**config.mk**
```make
export PLATFORM = sky130hd
export DESIGN_NAME = uart_fifo_wr_ctrl
export DESIGN_NICKNAME = d
export VERILOG_FILES = /design/src/rtl/uart_fifo_wr_ctrl.sv
export SDC_FILE = /design/constraint.sdc
export NUM_CORES = 1
export LEC_CHECK = 0
export CELL_PAD_IN_SITES_DETAIL_PLACEMENT = 0
export CELL_PAD_IN_SITES_GLOBAL_PLACEMENT = 1
export CORE_MARGIN = 3
export CORE_UTILIZATION = 42
export CTS_BUF_LIST = sky130_fd_sc_hd__clkbuf_4 sky130_fd_sc_hd__clkbuf_8
export DETAILED_ROUTE_END_ITERATION = 10
export GPL_TIMING_DRIVEN = 0
export HOLD_SLACK_MARGIN = 0.12
export PLACE_DENSITY_LB_ADDON = 0.1
export SYNTH_ARGS = -nofsm -noshare
export SYNTH_HDL_FRONTEND = slang
export SYNTH_SLANG_ARGS = --single-unit
```
**constraint.sdc**
```tcl
create_clock -name i_fifo_wr_ctrl_clk -period 3.71 [get_ports i_fifo_wr_ctrl_clk]
set_input_delay 1.113 -clock i_fifo_wr_ctrl_clk [delete_from_list [all_inputs] [get_ports i_fifo_wr_ctrl_clk]]
set_output_delay 1.113 -clock i_fifo_wr_ctrl_clk [all_outputs]
set_load 0.005 [all_outputs]
```
**src/rtl/uart_fifo_wr_ctrl.sv**
```systemverilog
// rtl/uart_fifo_wr_ctrl.sv - write-domain pointer, full/level and overflow controller for the UART async FIFO
module uart_fifo_wr_ctrl #(
  parameter int ADDR_WIDTH  = 3,
  parameter int SYNC_STAGES = 2,
  parameter int AFULL_LEVEL = (1 << ADDR_WIDTH) - 2
) (
  input  logic                  i_fifo_wr_ctrl_clk,
  input  logic                  i_fifo_wr_ctrl_rst_n,
  input  logic                  i_fifo_wr_ctrl_winc,
  input  logic                  i_fifo_wr_ctrl_clr_ovf,
  input  logic [ADDR_WIDTH:0]   i_fifo_wr_ctrl_rgray,
  output logic [ADDR_WIDTH:0]   o_fifo_wr_ctrl_wgray,
  output logic [ADDR_WIDTH-1:0] o_fifo_wr_ctrl_waddr,
  output logic                  o_fifo_wr_ctrl_wen,
  output logic                  o_fifo_wr_ctrl_full,
  output logic                  o_fifo_wr_ctrl_afull,
  output logic [ADDR_WIDTH:0]   o_fifo_wr_ctrl_level,
  output logic                  o_fifo_wr_ctrl_ovf
);

  localparam int PW = ADDR_WIDTH + 1;
  localparam logic [PW-1:0] AFULL_THR = PW'(AFULL_LEVEL);

  logic [SYNC_STAGES*PW-1:0] sync_q;
  logic [PW-1:0] rq;
  logic [PW-1:0] rbin;
  logic [PW-1:0] wbin;
  logic [PW-1:0] wgray;
  logic [PW-1:0] level;
  logic [PW-1:0] wbin_next;
  logic [PW-1:0] wgray_next;
  logic [PW-1:0] level_next;
  logic          full;
  logic          afull;
  logic          ovf;
  logic          full_next;
  logic          afull_next;
  logic          ovf_next;
  logic          wen;

  // Oldest stage sits in the top slice of the packed chain.
  always_ff @(posedge i_fifo_wr_ctrl_clk or negedge i_fifo_wr_ctrl_rst_n) begin
    if (!i_fifo_wr_ctrl_rst_n) begin
      sync_q <= '0;
    end else begin
      sync_q <= {sync_q[(SYNC_STAGES-1)*PW-1:0], i_fifo_wr_ctrl_rgray};
    end
  end

  assign rq = sync_q[SYNC_STAGES*PW-1 -: PW];

  always_comb begin
    rbin = '0;
    for (int i = 0; i < PW; i++) begin
      rbin[i] = ^(rq >> i);
    end
  end

  assign wen        = i_fifo_wr_ctrl_winc & ~full;
  assign wbin_next  = wbin + {{ADDR_WIDTH{1'b0}}, wen};
  assign wgray_next = wbin_next ^ (wbin_next >> 1);
  assign full_next  = (wgray_next == {~rq[PW-1:PW-2], rq[PW-3:0]});
  assign level_next = wbin_next - rbin;
  assign afull_next = (level_next >= AFULL_THR);

  // A new overflow in the same cycle as a clear keeps the flag set.
  always_comb begin
    ovf_next = ovf;
    if (i_fifo_wr_ctrl_winc && full) begin
      ovf_next = 1'b1;
    end else if (i_fifo_wr_ctrl_clr_ovf) begin
      ovf_next = 1'b0;
    end
  end

  always_ff @(posedge i_fifo_wr_ctrl_clk or negedge i_fifo_wr_ctrl_rst_n) begin
    if (!i_fifo_wr_ctrl_rst_n) begin
      wbin  <= '0;
      wgray <= '0;
      level <= '0;
      full  <= 1'b0;
      afull <= 1'b0;
      ovf   <= 1'b0;
    end else begin
      wbin  <= wbin_next;
      wgray <= wgray_next;
      level <= level_next;
      full  <= full_next;
      afull <= afull_next;
      ovf   <= ovf_next;
    end
  end

  assign o_fifo_wr_ctrl_wgray = wgray;
  assign o_fifo_wr_ctrl_waddr = wbin[ADDR_WIDTH-1:0];
  assign o_fifo_wr_ctrl_wen   = wen;
  assign o_fifo_wr_ctrl_full  = full;
  assign o_fifo_wr_ctrl_afull = afull;
  assign o_fifo_wr_ctrl_level = level;
  assign o_fifo_wr_ctrl_ovf   = ovf;

endmodule

```
Word level (Yosys, flattened, before mapping)
Index checks and enable logic that the tools add are counted.
- memories kept: 0
- bits of input ports: 8
- bits in latches: 0
- ROM bits: 0
- output and inout port bits: 15
- word-level logic and storage cells: 23
- RAM bits: 0
- bits in registers: 23
- multiply operators: 0
- shift operators: 0
- $lt $le $gt $ge: 1
- equal/unequal tests: 1
- add/subtract/negate cells: 2
- divide/modulo/power cells: 0
- reductions and logical operators: 6
- muxes and demuxes: 2
- bitwise logic cells: 4
- operator list (operator ; number):
    4-bit XOR reduction ; 4
    4-bit by 1-bit adder with 4-bit output ; 1
    4-bit equality test ; 1
    4-bit by 3-bit greater-or-equal comparator with 1-bit output, second input constant ; 1
    4-bit subtractor ; 1
    4-bit by 3-bit bitwise XOR with 4-bit output ; 1
    1-bit 2-to-1 mux ; 2
    2-bit NOT ; 1
    2-bit nonzero test ; 1
    1-bit AND ; 1
    1-bit logical AND ; 1
    1-bit NOT ; 1

Logic depth before layout (Yosys ltp)
- word-level depth: 5
- gate-level depth with buffers: 9
- depth with buffers taken out: 9

Worst setup path before layout
OpenSTA, ideal clock, no wires.
- kind: input to register
- from: input i_fifo_wr_ctrl_winc
- to: register afull (netlist: o_fifo_wr_ctrl_afull)
- stages: 9
- data required time: 3.592 ns
- setup time: 0.118 ns
- slack: 0.748 ns
- path buffers: 0
- arrival time: 2.844 ns
- cells stage by stage: nor2b_1 > ha_1 > ha_1 > xor2_2 > ha_1 > a21oi_1 > o21ai_0 > xor3_1 > a21o_1
- cells in the longest elaborated chain, start to end: 4
- RTL lines (element ; RTL line ; source):
    from (decl) ; 9 ; input logic i_fifo_wr_ctrl_winc,
    1-bit AND ; 59 ; assign wen = i_fifo_wr_ctrl_winc & ~full;
    4-bit by 1-bit adder with 4-bit output ; 60 ; assign wbin_next = wbin + {{ADDR_WIDTH{1'b0}}, wen};
    via wbin_next[2] ; 30 ; logic [PW-1:0] wbin_next;
    4-bit subtractor ; 63 ; assign level_next = wbin_next - rbin;
    via level_next[3] ; 32 ; logic [PW-1:0] level_next;
    4-bit by 3-bit greater-or-equal comparator with 1-bit output ; 64 ; assign afull_next = (level_next >= AFULL_THR);
    via afull_next ; 37 ; logic afull_next;
    to (signal assigned) ; 89 ; afull <= afull_next;
    to (decl) ; 34 ; logic afull;
The timed path passes the listed nets, and every way through them passes these cells.
A chain may end at the register's enable or synchronous reset.

Final worst setup path
- from: input i_fifo_wr_ctrl_winc
- to: output o_fifo_wr_ctrl_wen
- cells in the longest elaborated chain, start to end: 1
- RTL lines (element ; RTL line ; source):
    1-bit AND ; 59 ;
    to (decl) ; 14 ; output logic o_fifo_wr_ctrl_wen,
Every way passes these cells.

==> impl_results.md <==
- Status: finished clean
- Most frequent cells in the layout: clkdlybuf4s50_1 (22), dfrtp_1 (22), inv_1 (7)
- Setup TNS: 0 ns
- Non-filler cells, final: 112
- Grt ovf: 0
- Synth cell types: 17
- Inst Count DP: approximately 110
- GP Congestion: 0.656
- Clock Latency Late Sink: 0.29 ns
- Mapped cell area: 880 sq um
- Crit path buf inv count: 2
- Chip height: 51.8 microns
- Vias in the first global route: 497
- Final core utilization: 0.628
- CP startpoint kind: primary input
- Final setup viols: 0
- Via count: 508
- # resized after CTS: 0
- Headroom to the max-slew limit: 0.385
- Reg-to-Reg End: o_fifo_wr_ctrl_afull
- First-pass detailed-route iteration total: 2
- Share of cells above drive strength 1: 0.0805
- Post-DP HPWL: 936 microns
- CTS Root Cell: clkbuf_4
- Post-Route WL: 1190 microns
- VDD IR max: 0.514 mV
- # IOs: 23
- Instance count on the critical path: 3
- Tmin final: 3.38 ns
- Lkg Pwr: approximately 0.53 nW
- Count of pins over their slew limit: 0
- Overall power: 1.04 mW
- Hold endpoint: sync_q[5]
- Fin area: 0.00117 sq mm
- FMAX: 0.296 GHz
- First-pass GRT wire length: 2190 microns
- Area delta synth->final: 32.7%
- IO buf count: 22
- Min-delay src: sync_q[1]
- Crit path kind: in2out
- RSZ-0062 raised after global routing: no
- Avg Inst Size Synth: between 10 and 15 sq um
- Family with the most delay on the worst path: buffers and inverters
- Initial Utilization: 0.473
- Full die area: around 0.0027 sq mm
- Final Hold Slack: between 0.3 and 0.4 ns
- WP data required: 2.60 ns
- Cells along the critical path: clkdlybuf4s50_1 > nor2b_1 > clkdlybuf4s50_1
- Die X-Extent: just over 50 microns
- Drc violations: 0
- R2R setup slack: 1.34 ns
- Iter 0 DRT Violations: 5
- Clk buf depth: 2
- Worst Skew: just over 0.006 ns
- Row Count: 15
- R2r startpoint: o_fifo_wr_ctrl_full
- Worst Path Arrival: between 2 and 2.5 ns
- Hold Path Class: reg2reg
- Worst Reg-to-Reg Cells: 9
- Final Hold Viols: 0
- Worst Setup SP: i_fifo_wr_ctrl_winc
- GRT Util Overall: 0.112
- Max FO, Critical Path: 2
- Area contributors post-synth: dfrtp_1 (63%), ha_1 (7.1%), xnor2_1 (5.0%)
- PwrDens: 892 mW/mm^2
- Diode count: 0
- Share of the yosys chip area belonging to registers: 0.626
- Max-Cap Viols: 0
- # hold bufs at CTS: 0
- Endpoint type of the worst setup path: primary output
- Synth top area share: 0.626
- Pre-CTS WS: 0.0966 ns
- Initial antenna violation count: 0
- Most frequent CP cell: clkdlybuf4s50_1
- Setup Buffers After CTS: 0
- Placed Area: 0.00113 sq mm
- Antenna Nets Post-Route: 0
- Vias/cell: 4.54
- Yosys reg bits: 22
- CTS tree: done
- Post-synth top area cell: dfrtp_1
- Worst slew pin tran: about 0.9 ns
- CP peak stage delay: 0.52 ns
- Total CTS buffers: 3
- Period utilization: 0.911
- Ys Warns: 0
- Nets: 102
- Largest net degree at the start of global routing: 23
- Average wire per standard cell: 10.6 microns
- # clock sinks: 22
- H-Tree Depth: 1
- Worst path slowest cell: clkdlybuf4s50_1
- Synth Net Count: between 70 and 80
- Core box area: 0.00186 sq mm
- Gate count after technology mapping: 61
- Number of cells on the worst hold path: 0
- Clock Pin Slew Worst Setup and Hold Paths: 0.11 ns
- Setup ws final: 0.332 ns
## worst max path at each step
stage / slack [ns] / endpoint
2_1_floorplan: 0.75 / o_fifo_wr_ctrl_afull
3_3_place_gp: 0.12 / o_fifo_wr_ctrl_afull
3_5_place_dp: 0.1 / o_fifo_wr_ctrl_afull
4_1_cts: 0.32 / o_fifo_wr_ctrl_wen
5_1_grt: 0.23 / o_fifo_wr_ctrl_afull
6_report: 0.33 / o_fifo_wr_ctrl_wen
## per-layer routing
metal,up-vias,routed length (microns),GRT usage
met5,-,0,0
met4,0,16,0.0393
met3,2,96,0.0344
met2,17,568,0.176
met1,246,511,0.147
li1,243,-,-
## power by group
group	switching, mW	internal [mW]	total [mW]
combinational	0.237	0.309	0.546
clock	0.0642	0.0597	0.124
sequential	0.0397	0.332	0.372
## cells by family after synthesis
group | Yosys count | synth area share
xor+xnor | 13 | 0.164
simple gates | 8 | 0.0526
compound gates | 5 | 0.0341
buf+inv | 7 | 0.0299
fa+ha+maj | 6 | 0.0939
flops | 22 | 0.626
## synthesized netlist by cell type
| cell | n |
|---|---|
| a22oi_1 | 1 |
| xnor2_1 | 5 |
| inv_1 | 7 |
| ha_1 | 5 |
| nand2_1 | 2 |
| xor2_2 | 2 |
| nand3_2 | 1 |
| nand3_1 | 2 |
| a21o_1 | 1 |
| fa_1 | 1 |
| a21oi_1 | 1 |
| dfrtp_1 | 22 |
| xor3_1 | 1 |
| nor2b_1 | 1 |
| or3_1 | 2 |
| xor2_1 | 5 |
| o21ai_0 | 2 |
## cell type report
type | instances | area, sq um
Clock buffer | 4 | 36.3
Fill cell | 144 | 691
Inverter | 7 | 26.3
Multi-Input combinational cell | 32 | 303
Sequential cell | 22 | 551
Tap cell | 25 | 31.3
Timing Repair Buffer | 22 | 220
## sequential cells by signal (all words and copies together) (netlist names)
register              cells
o_fifo_wr_ctrl_ovf        1
sync_q                    8
wbin                      4
o_fifo_wr_ctrl_full       1
o_fifo_wr_ctrl_afull      1
o_fifo_wr_ctrl_level      4
o_fifo_wr_ctrl_wgray      3
Power figures use the tool's default switching activity.
